--- src/rtl/axi_dw_rd_sched_pkg.sv ---
// Shared types and helpers for the AXI data-width converter read scheduler.
// Holds the default AR channel struct, slot record, burst codes and lane-offset advance.
package axi_dw_rd_sched_pkg;

    localparam int unsigned AxiIdWidthDef   = 4;
    localparam int unsigned AxiAddrWidthDef = 32;
    localparam int unsigned MaxIdWidth      = 16;
    localparam int unsigned MaxOffWidth     = 8;

    localparam logic [1:0] BurstFixed = 2'b00;
    localparam logic [1:0] BurstIncr  = 2'b01;
    localparam logic [1:0] BurstWrap  = 2'b10;

    typedef struct packed {
        logic [AxiIdWidthDef-1:0]   id;
        logic [AxiAddrWidthDef-1:0] addr;
        logic [7:0]                 len;
        logic [2:0]                 size;
        logic [1:0]                 burst;
    } axi_ar_t;

    typedef struct packed {
        logic                   valid;
        logic [MaxIdWidth-1:0]  id;
        logic [MaxOffWidth-1:0] offset;
        logic [2:0]             size;
        logic [1:0]             burst;
        logic [7:0]             beats_left;
    } slot_t;

    // Align to the next beat boundary of the burst size, wrapping at the port width.
    function automatic logic [MaxOffWidth-1:0] next_offset(
        input logic [MaxOffWidth-1:0] off,
        input logic [2:0]             size,
        input logic [MaxOffWidth-1:0] mask
    );
        logic [15:0] t;
        t = 16'(off) >> size;
        t = (t + 16'd1) << size;
        return t[MaxOffWidth-1:0] & mask;
    endfunction

endpackage

--- src/rtl/axi_dw_rd_sched_alloc.sv ---
// Slot allocator: lowest free slot select plus ID-conflict CAM over live slots.
// Works purely on registered slot state supplied by the scheduler.
module axi_dw_rd_sched_alloc
    import axi_dw_rd_sched_pkg::*;
#(
    parameter int unsigned NumSlots = 4,
    parameter int unsigned SlotW    = 2
) (
    input  logic [NumSlots-1:0]                 valid_i,
    input  logic [NumSlots-1:0][MaxIdWidth-1:0] id_i,
    input  logic [MaxIdWidth-1:0]               req_id_i,
    output logic [SlotW-1:0]                    free_idx_o,
    output logic                                full_o,
    output logic                                conflict_o
);

    always_comb begin
        free_idx_o = '0;
        full_o     = 1'b1;
        conflict_o = 1'b0;
        for (int i = NumSlots - 1; i >= 0; i--) begin
            if (!valid_i[i]) begin
                free_idx_o = SlotW'(i);
                full_o     = 1'b0;
            end
        end
        for (int i = 0; i < NumSlots; i++) begin
            if (valid_i[i] && (id_i[i] == req_id_i)) begin
                conflict_o = 1'b1;
            end
        end
    end

endmodule

--- src/rtl/axi_dw_rd_sched.sv ---
// AR-path read scheduler for the AXI width converter; tracks per-burst lane offsets.
// Define AXI_DW_RD_SCHED_AR_SPILL_EN to insert a spill register on the master AR path.
module axi_dw_rd_sched
    import axi_dw_rd_sched_pkg::*;
#(
    parameter int unsigned AxiMaxReads         = 4,
    parameter int unsigned AxiSlvPortDataWidth = 64,
    parameter int unsigned AxiIdWidth          = 4,
    parameter type         ar_chan_t           = axi_dw_rd_sched_pkg::axi_ar_t,
    localparam int unsigned SlotW    = (AxiMaxReads > 1) ? $clog2(AxiMaxReads) : 1,
    localparam int unsigned SlvBytes = AxiSlvPortDataWidth / 8,
    localparam int unsigned OffW     = (SlvBytes > 1) ? $clog2(SlvBytes) : 1
) (
    input  logic                  clk_i,
    input  logic                  rst_i,
    input  ar_chan_t              slv_ar_i,
    input  logic                  slv_ar_valid_i,
    output logic                  slv_ar_ready_o,
    output ar_chan_t              mst_ar_o,
    output logic                  mst_ar_valid_o,
    input  logic                  mst_ar_ready_i,
    input  logic [AxiIdWidth-1:0] r_id_i,
    input  logic                  r_last_i,
    input  logic                  r_hs_i,
    output logic                  r_hit_o,
    output logic [SlotW-1:0]      r_slot_o,
    output logic [OffW-1:0]       r_offset_o,
    output logic [2:0]            r_size_o,
    output logic                  r_err_o,
    output logic                  busy_o
);

    localparam logic [MaxOffWidth-1:0] OffMask = MaxOffWidth'(SlvBytes - 1);

    slot_t [AxiMaxReads-1:0] slot_q, slot_d;
    logic                    r_err_q, r_err_d;

    logic [AxiMaxReads-1:0]                 valid_vec;
    logic [AxiMaxReads-1:0][MaxIdWidth-1:0] id_vec;
    logic [SlotW-1:0]                       free_idx;
    logic                                   full, conflict, admit, alloc_en;
    logic                                   hit;
    logic [SlotW-1:0]                       hit_idx;
    slot_t                                  cur;

    always_comb begin
        for (int i = 0; i < AxiMaxReads; i++) begin
            valid_vec[i] = slot_q[i].valid;
            id_vec[i]    = slot_q[i].id;
        end
    end

    axi_dw_rd_sched_alloc #(
        .NumSlots (AxiMaxReads),
        .SlotW    (SlotW)
    ) i_alloc (
        .valid_i    (valid_vec),
        .id_i       (id_vec),
        .req_id_i   (MaxIdWidth'(slv_ar_i.id)),
        .free_idx_o (free_idx),
        .full_o     (full),
        .conflict_o (conflict)
    );

    assign admit = !full && !conflict && !rst_i;

`ifdef AXI_DW_RD_SCHED_AR_SPILL_EN
    logic spill_ready, rst_n;

    assign rst_n = ~rst_i;

    spill_register #(
        .T (ar_chan_t)
    ) i_ar_spill (
        .clk_i   (clk_i),
        .rst_ni  (rst_n),
        .valid_i (slv_ar_valid_i & admit),
        .ready_o (spill_ready),
        .data_i  (slv_ar_i),
        .valid_o (mst_ar_valid_o),
        .ready_i (mst_ar_ready_i),
        .data_o  (mst_ar_o)
    );

    assign slv_ar_ready_o = admit & spill_ready;
    assign alloc_en       = slv_ar_valid_i & slv_ar_ready_o;
`else
    assign mst_ar_valid_o = slv_ar_valid_i & admit;
    assign slv_ar_ready_o = mst_ar_ready_i & admit;
    assign mst_ar_o       = rst_i ? '0 : slv_ar_i;
    assign alloc_en       = slv_ar_valid_i & mst_ar_ready_i & admit;
`endif

    // IDs are unique among live slots, so at most one entry can match.
    always_comb begin
        hit     = 1'b0;
        hit_idx = '0;
        for (int i = 0; i < AxiMaxReads; i++) begin
            if (!hit && slot_q[i].valid &&
                (slot_q[i].id == MaxIdWidth'(r_id_i))) begin
                hit     = 1'b1;
                hit_idx = SlotW'(i);
            end
        end
        cur = slot_q[hit_idx];
    end

    assign r_hit_o    = hit & !rst_i;
    assign r_slot_o   = r_hit_o ? hit_idx : '0;
    assign r_offset_o = r_hit_o ? cur.offset[OffW-1:0] : '0;
    assign r_size_o   = r_hit_o ? cur.size : '0;
    assign r_err_o    = r_err_q;
    assign busy_o     = (|valid_vec) & !rst_i;

    always_comb begin
        slot_d  = slot_q;
        r_err_d = 1'b0;
        if (r_hs_i) begin
            if (!hit) begin
                r_err_d = 1'b1;
            end else if (r_last_i) begin
                slot_d[hit_idx].valid = 1'b0;
                r_err_d               = (cur.beats_left != 8'd0);
            end else if (cur.beats_left == 8'd0) begin
                r_err_d = 1'b1;
            end else begin
                if (cur.burst != BurstFixed) begin
                    slot_d[hit_idx].offset = next_offset(cur.offset, cur.size, OffMask);
                end
                slot_d[hit_idx].beats_left = cur.beats_left - 8'd1;
            end
        end
        // The freed slot is still valid in slot_q, so free_idx never collides with it.
        if (alloc_en) begin
            slot_d[free_idx].valid      = 1'b1;
            slot_d[free_idx].id         = MaxIdWidth'(slv_ar_i.id);
            slot_d[free_idx].offset     = MaxOffWidth'(slv_ar_i.addr[OffW-1:0]);
            slot_d[free_idx].size       = slv_ar_i.size;
            slot_d[free_idx].burst      = slv_ar_i.burst;
            slot_d[free_idx].beats_left = slv_ar_i.len;
        end
    end

    always_ff @(posedge clk_i) begin
        if (rst_i) begin
            slot_q  <= '0;
            r_err_q <= 1'b0;
        end else begin
            slot_q  <= slot_d;
            r_err_q <= r_err_d;
        end
    end

endmodule
--- config.mk ---
export PLATFORM = sky130hd
export DESIGN_NAME = axi_dw_rd_sched
export DESIGN_NICKNAME = d
export VERILOG_FILES = /design/src/rtl/axi_dw_rd_sched_pkg.sv /design/src/rtl/axi_dw_rd_sched_alloc.sv /design/src/rtl/axi_dw_rd_sched.sv
export SDC_FILE = /design/constraint.sdc
export NUM_CORES = 1
export LEC_CHECK = 0
export BUFFER_PORTS_ARGS = -buffer_cell sky130_fd_sc_hd__buf_2
export CAP_MARGIN = 40
export CORE_MARGIN = 3
export CORE_UTILIZATION = 40
export DETAILED_ROUTE_END_ITERATION = 8
export PLACE_DENSITY = 0.59
export SLEW_MARGIN = 20
export SYNTH_ARGS = -nofsm -noshare
export SYNTH_HDL_FRONTEND = slang
export SYNTH_HIERARCHICAL = 1
export SYNTH_SLANG_ARGS = --single-unit
export TNS_END_PERCENT = 30
--- constraint.sdc ---
create_clock -name clk_i -period 6.87 [get_ports clk_i]
set_input_delay 0.3435 -clock clk_i [delete_from_list [all_inputs] [get_ports clk_i]]
set_output_delay 0.3435 -clock clk_i [all_outputs]
set_load 0.01 [all_outputs]
==> flow_summary.json <==
{
  "status": "complete, no violations",
  "setup_viol": 0,
  "hpwl_um": 14080,
  "coreArea_sq_mm": 0.01554,
  "die_area_sq_mm": 0.01778,
  "cp-start-kind": "flip-flop",
  "hold_class": "in -> reg",
  "critical_path_class": "reg -> reg",
  "dp_cells": 1124,
  "timing.critical_path.to_type": "flip-flop",
  "post_cts_buffers": 0,
  "grt_pass1_vias": 5747,
  "tns_ns": 0,
  "drt-wirelength-per-cell_um": 17.14,
  "p_leak_nw": 3.445,
  "htreeDepth": 3,
  "finClkSkew_ns": 0.01011,
  "n_fill_cell": 1592,
  "use_met1": 0.3069,
  "dr.first_iter.drc_count": 564,
  "layout-drive-gt1-share": 0.1901,
  "cts.sinks": 105,
  "grt_start_max_net_pins": 54,
  "drcViolationCount": 0,
  "fin_crit_sh": 0.6433,
  "final.min_clock_period_ns": 4.419,
  "grt_pass1_wl_um": 31230,
  "holdBufCountCts": 0,
  "final_cell_mix": "buf_2 (119), dfxtp_1 (105), nor2_1 (90)",
  "cts_buffer_depth": 2,
  "yosysSeqAreaShare": 0.3240,
  "place_congestion": 0.8429,
  "groute.usage.overall": 0.2189,
  "synth_flop_cell": "dfxtp_1",
  "ys_async_sr_fraction": 0,
  "grt.busiest_layer": "met2",
  "final_area_sq_mm": 0.007730,
  "rsz0062_at_grt": "false",
  "area_growth_pct": 19.15,
  "cts-root-buf": "clkbuf_16",
  "die_w_um": 133.4,
  "die_h_um": 133.4,
  "grt_overflow": 0,
  "vias_per_cell": 5.286,
  "cp_max_fo": 20,
  "vias": 6010,
  "synth-edff-count": 0,
  "yosysUniqueCellTypes": 72,
  "maxCapViolCount": 0,
  "cp_data_required_time_ns": 7.14,
  "cts.repair.resized": 0,
  "grt_util_met2": 0.3513,
  "yosysWarnings": 6,
  "r2r_slack_ns": 2.45,
  "avgSynthCellArea_sq_um": 8.570,
  "clk_latency_ns": 0.36,
  "peakVddDrop_uv": 90.47,
  "antenna_found_initial": 1,
  "dr.pass1.iters": 5,
  "nets": 986,
  "placed_cell_area_sq_mm": 0.007447,
  "start_util": 0.4175,
  "met3_usage": 0.03361,
  "pre_cts_slack_ns": 2.360,
  "ant_nets": 0,
  "pin_count": 121,
  "hold_ws_ns": 0.2773,
  "path_clk_slew_ns": 0.07,
  "layout_commonest_cell": "buf_2",
  "power_density_mw_per_mm2": 178.5,
  "worst_pin_slew_ns": 0.8115,
  "synthesis.instances": 757,
  "slew_headroom": 0.4577,
  "slew_violations": 0,
  "synth_area_sq_mm": 0.006487,
  "timing.critical_path.arrival_ns": 4.69,
  "cts_buffers": 9,
  "finalHoldViolCount": 0,
  "fmax_mhz": 226.3,
  "fin_cells": 1137,
  "final.setup.worst_slack_ns": 2.451,
  "ys_seq_elements": 105,
  "io_buffers": 120,
  "cts_tree": "yes",
  "num_rows": 45,
  "antenna_cells": 0,
  "wirelength_um": 19490
}
==> power breakdown <==
| part | leakage [nW] | internal, mW | switching, mW | total [mW] |
|---|---|---|---|---|
| logic | 2.46 | 0.100 | 0.140 | 0.240 |
| clock network | 0.140 | 0.287 | 0.224 | 0.511 |
| registers | 0.849 | 0.619 | 0.0101 | 0.629 |
| total | 3.45 | 1.01 | 0.374 | 1.38 |
==> cell families after synthesis <==
logic type,share of synthesized area
AO/OA/AOI/OAI,0.2230
XOR/XNOR,0.1209
adder cells (fa/ha/maj),0.005787
buffers and inverters,0.04918
flip-flops,0.3240
multiplexers,0.03259
other,0.0005780
AND/OR/NAND/NOR,0.2440
==> flip-flops by register name, indices dropped and copies added, names as in the netlist <==
signal / count
slot_q: 88
r_err_o: 1
id_vec: 16
==> cells in the mapped netlist, drive strengths merged, types with 10 or more instances <==
cell      n  share of area
nor3     44          0.034
nor2     92          0.054
buf      22          0.026
o21ai    21          0.022
nor2b    49          0.047
nand2    27          0.016
xor2     17          0.023
nor4     11          0.012
nand3    16          0.014
and3     18          0.018
o22a     40          0.054
xnor2    70          0.098
clkbuf   33          0.020
and2     10         0.0096
mux2i    20          0.031
a211oi   41          0.049
a21oi    17          0.015
dfxtp   105           0.32
nand4    15          0.018
==> stage by stage <==
step                power [mW]    util
floorplan               0.8123       -
global route             1.439  0.4974
finish                   1.380  0.4974
CTS                      1.383  0.4974
detailed placement      0.8797  0.4792
global placement        0.8790  0.4778
==> worst paths after layout <==
kind	from	endpoint	depth (start not counted)
setup / recovery	id_vec[19]	slot_q[52]	14
hold / removal	r_hs_i	r_err_o	3
setup reg to reg	id_vec[19]	slot_q[52]	14
hold reg to reg	slot_q[57]	slot_q[57]	1
==> worst max-delay path, stage by stage (launching register included) <==
cell and delay [ns]:
dfxtp_1 0.34, xnor2_1 0.21, and3_1 0.25, nand2_1 0.49, a21o_1 0.55, a22oi_2 0.65
mux2_2 0.40, nand2_1 0.06, o21ai_0 0.08, mux2i_1 0.15, ha_1 0.15, nand2b_1 0.10
o2111ai_1 0.21, or3_1 0.43, a311oi_1 0.25
==> metal layers <==
metal	wire length (um)	up-vias
met3	1067	33
met1	9105	2766
met2	8965	207
met5	7	-
li1	-	3002
met4	346	2
==> area by class of cell <==
class | instances | area, sq um | share of cell area
sequential | 105 | 2102 | 0.2719
clock inverter | 3 | 43.79 | 0.005665
tap | 211 | 264.0 | 0.03415
inverter | 5 | 18.77 | 0.002428
multi-input combinational | 672 | 4377 | 0.5662
clock buffer | 10 | 239.0 | 0.03092
timing repair buffer | 131 | 685.7 | 0.08870
Power figures use the tool's default switching activity.
